`src/rtl/digit_serial_pkg.sv`:
```
// Shared types and helpers for the digit-serial subtractor.
// Holds the control-state encoding and the signed-overflow rule.
package digit_serial_pkg;

  typedef enum logic [1:0] {
    IDLE = 2'd0,
    RUN  = 2'd1,
    DONE = 2'd2
  } state_e;

  // Signed overflow of a - b: operand signs differ and the result sign differs from a
  function automatic logic ovf_calc(input logic a_msb, input logic b_msb, input logic d_msb);
    return (a_msb ^ b_msb) & (d_msb ^ a_msb);
  endfunction

endpackage

```
`src/rtl/ling_sub_digit.sv`:
```
// One DIGIT-wide subtract slice: x - y - borrow_in, built as x + ~y + ~borrow_in
// with Ling-style pseudo-carry formation across the slice.
module ling_sub_digit #(
  parameter int DIGIT = 4
) (
  input  logic [DIGIT-1:0] x,
  input  logic [DIGIT-1:0] y,
  input  logic             borrow_in,
  output logic [DIGIT-1:0] d,
  output logic             borrow_out
);

  logic [DIGIT-1:0] yn_s;
  logic [DIGIT-1:0] g_s;
  logic [DIGIT-1:0] t_s;
  logic [DIGIT-1:0] hs_s;
  logic             h_s;
  logic             carry_s;

  assign yn_s = ~y;
  assign g_s  = x & yn_s;
  assign t_s  = x | yn_s;
  assign hs_s = x ^ yn_s;

  // Ling pseudo-carry h = g | c_in; the real carry out of a bit is t & h
  always_comb begin
    d       = '0;
    h_s     = 1'b0;
    carry_s = ~borrow_in;
    for (int i = 0; i < DIGIT; i++) begin
      d[i]    = hs_s[i] ^ carry_s;
      h_s     = g_s[i] | carry_s;
      carry_s = t_s[i] & h_s;
    end
    borrow_out = ~carry_s;
  end

endmodule

```
`src/rtl/digit_serial_subtractor.sv`:
```
// Multi-cycle a - b - bin, one DIGIT-wide slice per clock with the borrow
// registered between digits; operands and result use valid/ready handshakes.
module digit_serial_subtractor
  import digit_serial_pkg::*;
#(
  parameter int WIDTH = 16,
  parameter int DIGIT = 4
) (
  input  logic             clk,
  input  logic             rst,
  input  logic             in_valid,
  output logic             in_ready,
  input  logic [WIDTH-1:0] a,
  input  logic [WIDTH-1:0] b,
  input  logic             bin,
  output logic             out_valid,
  input  logic             out_ready,
  output logic [WIDTH-1:0] diff,
  output logic             bout,
  output logic             ovf
);

  localparam int NDIG = WIDTH / DIGIT;
  localparam int CW   = (NDIG > 1) ? $clog2(NDIG) : 1;
  localparam logic [CW-1:0] LAST = CW'(NDIG - 1);

  if ((WIDTH % DIGIT) != 0) begin : g_width_check
    $error("digit_serial_subtractor: WIDTH must be a multiple of DIGIT");
  end

  state_e           state_q, state_d;
  logic [CW-1:0]    count_q, count_d;
  logic [WIDTH-1:0] a_q, a_d;
  logic [WIDTH-1:0] b_q, b_d;
  logic [WIDTH-1:0] diff_q, diff_d;
  logic             borrow_q, borrow_d;
  logic             bout_q, bout_d;
  logic             ovf_q, ovf_d;

  logic [DIGIT-1:0] x_s;
  logic [DIGIT-1:0] y_s;
  logic [DIGIT-1:0] d_s;
  logic             bo_s;

  assign x_s = a_q[count_q*DIGIT +: DIGIT];
  assign y_s = b_q[count_q*DIGIT +: DIGIT];

  ling_sub_digit #(.DIGIT(DIGIT)) u_slice (
    .x          (x_s),
    .y          (y_s),
    .borrow_in  (borrow_q),
    .d          (d_s),
    .borrow_out (bo_s)
  );

  // Next-state, operand capture and per-digit result update
  always_comb begin
    state_d  = state_q;
    count_d  = count_q;
    a_d      = a_q;
    b_d      = b_q;
    diff_d   = diff_q;
    borrow_d = borrow_q;
    bout_d   = bout_q;
    ovf_d    = ovf_q;
    case (state_q)
      IDLE: begin
        if (in_valid) begin
          a_d      = a;
          b_d      = b;
          borrow_d = bin;
          count_d  = '0;
          state_d  = RUN;
        end else begin
          state_d  = IDLE;
        end
      end
      RUN: begin
        diff_d[count_q*DIGIT +: DIGIT] = d_s;
        borrow_d = bo_s;
        if (count_q == LAST) begin
          // The last slice carries diff[MSB], so overflow is resolved here too
          bout_d  = bo_s;
          ovf_d   = ovf_calc(a_q[WIDTH-1], b_q[WIDTH-1], d_s[DIGIT-1]);
          state_d = DONE;
        end else begin
          count_d = count_q + CW'(1);
        end
      end
      DONE: begin
        if (out_ready) begin
          state_d = IDLE;
        end else begin
          state_d = DONE;
        end
      end
      default: begin
        state_d = IDLE;
      end
    endcase
  end

  // State, counter, operand and result registers
  always_ff @(posedge clk or posedge rst) begin
    if (rst) begin
      state_q  <= IDLE;
      count_q  <= '0;
      a_q      <= '0;
      b_q      <= '0;
      diff_q   <= '0;
      borrow_q <= 1'b0;
      bout_q   <= 1'b0;
      ovf_q    <= 1'b0;
    end else begin
      state_q  <= state_d;
      count_q  <= count_d;
      a_q      <= a_d;
      b_q      <= b_d;
      diff_q   <= diff_d;
      borrow_q <= borrow_d;
      bout_q   <= bout_d;
      ovf_q    <= ovf_d;
    end
  end

  assign in_ready  = (state_q == IDLE);
  assign out_valid = (state_q == DONE);
  assign diff      = diff_q;
  assign bout      = bout_q;
  assign ovf       = ovf_q;

endmodule

```
`config.mk`:
```
export PLATFORM = sky130hd
export DESIGN_NAME = digit_serial_subtractor
export DESIGN_NICKNAME = d
export VERILOG_FILES = /design/src/rtl/digit_serial_pkg.sv /design/src/rtl/ling_sub_digit.sv /design/src/rtl/digit_serial_subtractor.sv
export SDC_FILE = /design/constraint.sdc
export NUM_CORES = 1
export LEC_CHECK = 0
export ABC_AREA = 1
export CAP_MARGIN = 15
export CORE_AREA = 4 4 96 98
export CTS_BUF_LIST = sky130_fd_sc_hd__clkbuf_4
export DETAILED_ROUTE_END_ITERATION = 7
export DIE_AREA = 0 0 100 102
export HOLD_SLACK_MARGIN = 0.05
export PLACE_DENSITY = 0.55
export SYNTH_ARGS = -nofsm -noshare
export SYNTH_HDL_FRONTEND = slang
export SYNTH_SLANG_ARGS = --single-unit
export TNS_END_PERCENT = 10
```
`constraint.sdc`:
```
create_clock -name clk -period 4.7 [get_ports clk]
set_clock_uncertainty 0.15 [all_clocks]
set_input_delay 1.175 -clock clk [delete_from_list [all_inputs] [get_ports clk]]
set_output_delay 1.175 -clock clk [all_outputs]
set_load 0.02 [all_outputs]
```
==> out/metrics.cfg <==
[placement]
gp_congestion=0.8731
port_buffers=56
hpwl_um=4846

[clock_tree]
cts_setup_buffers=0
cts_resized=0
cts_tree=done
cts.sinks=55
clockBufferDepth=2
cts_root_buffer=clkbuf_4
clk_latency_ps=380
numCtsBuffers=5
ctsHoldBuffers=0
htree_levels=2
clk_pin_slew_ps=160

[min_path]
hp-class=reg -> reg
hold-path-endpoint=a_q[1]
hold_depth=2
hp-start=a_q[1]

[run]
maxCapViolCount=0

[synthesis]
synth_area_um2=2863
synth-seq-cells=55
syn_inst=354
yosys_warnings=0
synth_nets=401
synth.distinct_cells=25
synth_area_per_cell_um2=8.087
ys_seq_area_share_pct=48.08

[timing]
fin_crit_sh_pct=71.51
timing.fmax_ghz=0.2975
setup_violations=0
setup_tns_ps=0
slew_headroom_pct=44.69
hold_violations=0
drv_slew=0
worstMarginPinSlew_ps=828.5
finalCriticalPeriod_ps=3361
rsz0062_at_grt=no

[global_route]
grt_use_total_pct=13.16
grt_pass1_wl_um=10680
antenna_found_initial=0
grt_pass1_vias=2162
grt_overflow=0
grt_max_degree=41

[critical_path]
ff2ff_setup_slack_ps=1340
critPathMaxFanout=13
reg2reg_from=count_q[1]
worstSetupPathType=reg -> reg
r2r_end=diff[3]
endpoint_kind=flop
arrival_ps=3490
worst_r2r_path_depth=14
startpoint=count_q[1]
crit_required_ps=4830
startpoint_type=flop

[route]
wl_per_cell_um=12.56
drtPass1Iterations=4
drc=0
ant_nets=0
drt_iter0_drc=131
routed_wl_um=6458
vias=2326
via_per_inst=4.525

[cells_and_area]
final_cell_mix=nand2_1, nand3_1, clkdlybuf4s50_1, dfrtp_1, inv_1
areaGrowthSynthToFinish_pct=23.34
fill_cells=884
layout-drive-gt1-share_pct=5.911
finalCoreUtilization_pct=41.71
nets=452
antennaDiodeCount=0
final_common_cell=nand2_1

[die]
rows=34
core_region_area_um2=8466
floorplan.initialDensity_pct=33.82
die_w_um=100
ioPinCount=57
dieArea_um2=10200
die_h_um=102

[outcome]
status=complete, no violations

[pwr]
p_leak_nw=1.774
ir_drop_mv=0.2257
power.density_nw_per_um2=679.0

-- worst max path at each step --
stage / endpoint / depth (start not counted)
2_1_floorplan: diff[3] / 17
3_3_place_gp: diff[15] / 14
4_1_cts: diff[3] / 14
3_5_place_dp: diff[3] / 14
5_1_grt: ovf / 15
6_report: diff[3] / 14
-- state kept, by name, summed over array words and instances (netlist names) --
name,cells
diff,16
b_q,16
state_q,2
bout,1
a_q,16
count_q,2
borrow_q,1
ovf,1
-- logic make-up (layout without fill, tap and decap cells) --
logic type | after synthesis | count (layout) | synth area share [%]
adder cells (fa/ha/maj) | 10 | 10 | 5.420
flip-flops | 55 | 55 | 48.08
AND/OR/NAND/NOR | 227 | 227 | 35.18
buffers and inverters | 45 | 97 | 7.823
AO/OA/AOI/OAI | 17 | 17 | 3.497
-- where the power goes --
part | switching [mW] | leakage, nW | internal [mW] | total (mW)
sequential | 0.157 | 0.706 | 0.681 | 0.838
clock | 0.150 | 0.0272 | 0.0575 | 0.207
combinational | 0.831 | 1.04 | 0.521 | 1.35
-- metrics by stage --
step                setup WS (ps)  std cells  area [µm²]  total power, mW  hold slack [ps]
finish                       1339        514        3531            2.397            341.8
global route                 1068        514        3531            2.658            370.8
CTS                          1330        514        3531            2.445            347.0
detailed placement           1371        506        3473            2.232            308.2
global placement             1468        506        3473            2.204            307.6
floorplan                    1665        354        2863            1.821            291.7
-- area by class of cell --
| class | count | area, µm² | share of cell area [%] |
|---|---|---|---|
| sequential | 55 | 1376 | 38.98 |
| multi-input combinational | 254 | 1262 | 35.75 |
| tap | 108 | 135.1 | 3.827 |
| timing repair buffer | 60 | 590.6 | 16.73 |
| clock inverter | 3 | 20.02 | 0.5670 |
| clock buffer | 5 | 37.54 | 1.063 |
| inverter | 29 | 108.9 | 3.083 |
-- synth_stat cells (all sizes together) --
master | instances | area share [%]
nand2 | 149 | 20
nand3 | 60 | 11
dfrtp | 55 | 48
inv | 28 | 3.7
nor2 | 17 | 3.4
buf | 14 | 3.8
o21ai | 11 | 1.9
ha | 6 | 2.6
o211ai | 5 | 1.3
fa | 4 | 2.8
clkbuf | 2 | 0.26
clkinv | 1 | 0.13
nand4 | 1 | 0.22
o31ai | 1 | 0.26
-- critical path: stages, from the launching register on --
cell,delay (ps)
dfrtp_1,630
clkinv_1,390
nand3_1,180
nand2_1,90
fa_1,400
inv_1,80
fa_1,150
inv_1,50
fa_1,350
inv_1,70
fa_1,460
inv_1,100
nor2_1,50
nand3_1,80
nand2_1,50
-- routing by layer --
layer | GRT usage (%) | up-vias | routed length (µm)
li1 | - | 1217 | -
met1 | 18.85 | 1055 | 3133
met2 | 20.68 | 49 | 2957
met3 | 2.594 | 5 | 306
met4 | 3.109 | 0 | 61
met5 | 0 | - | 0
(Power assumes the default switching activity.)
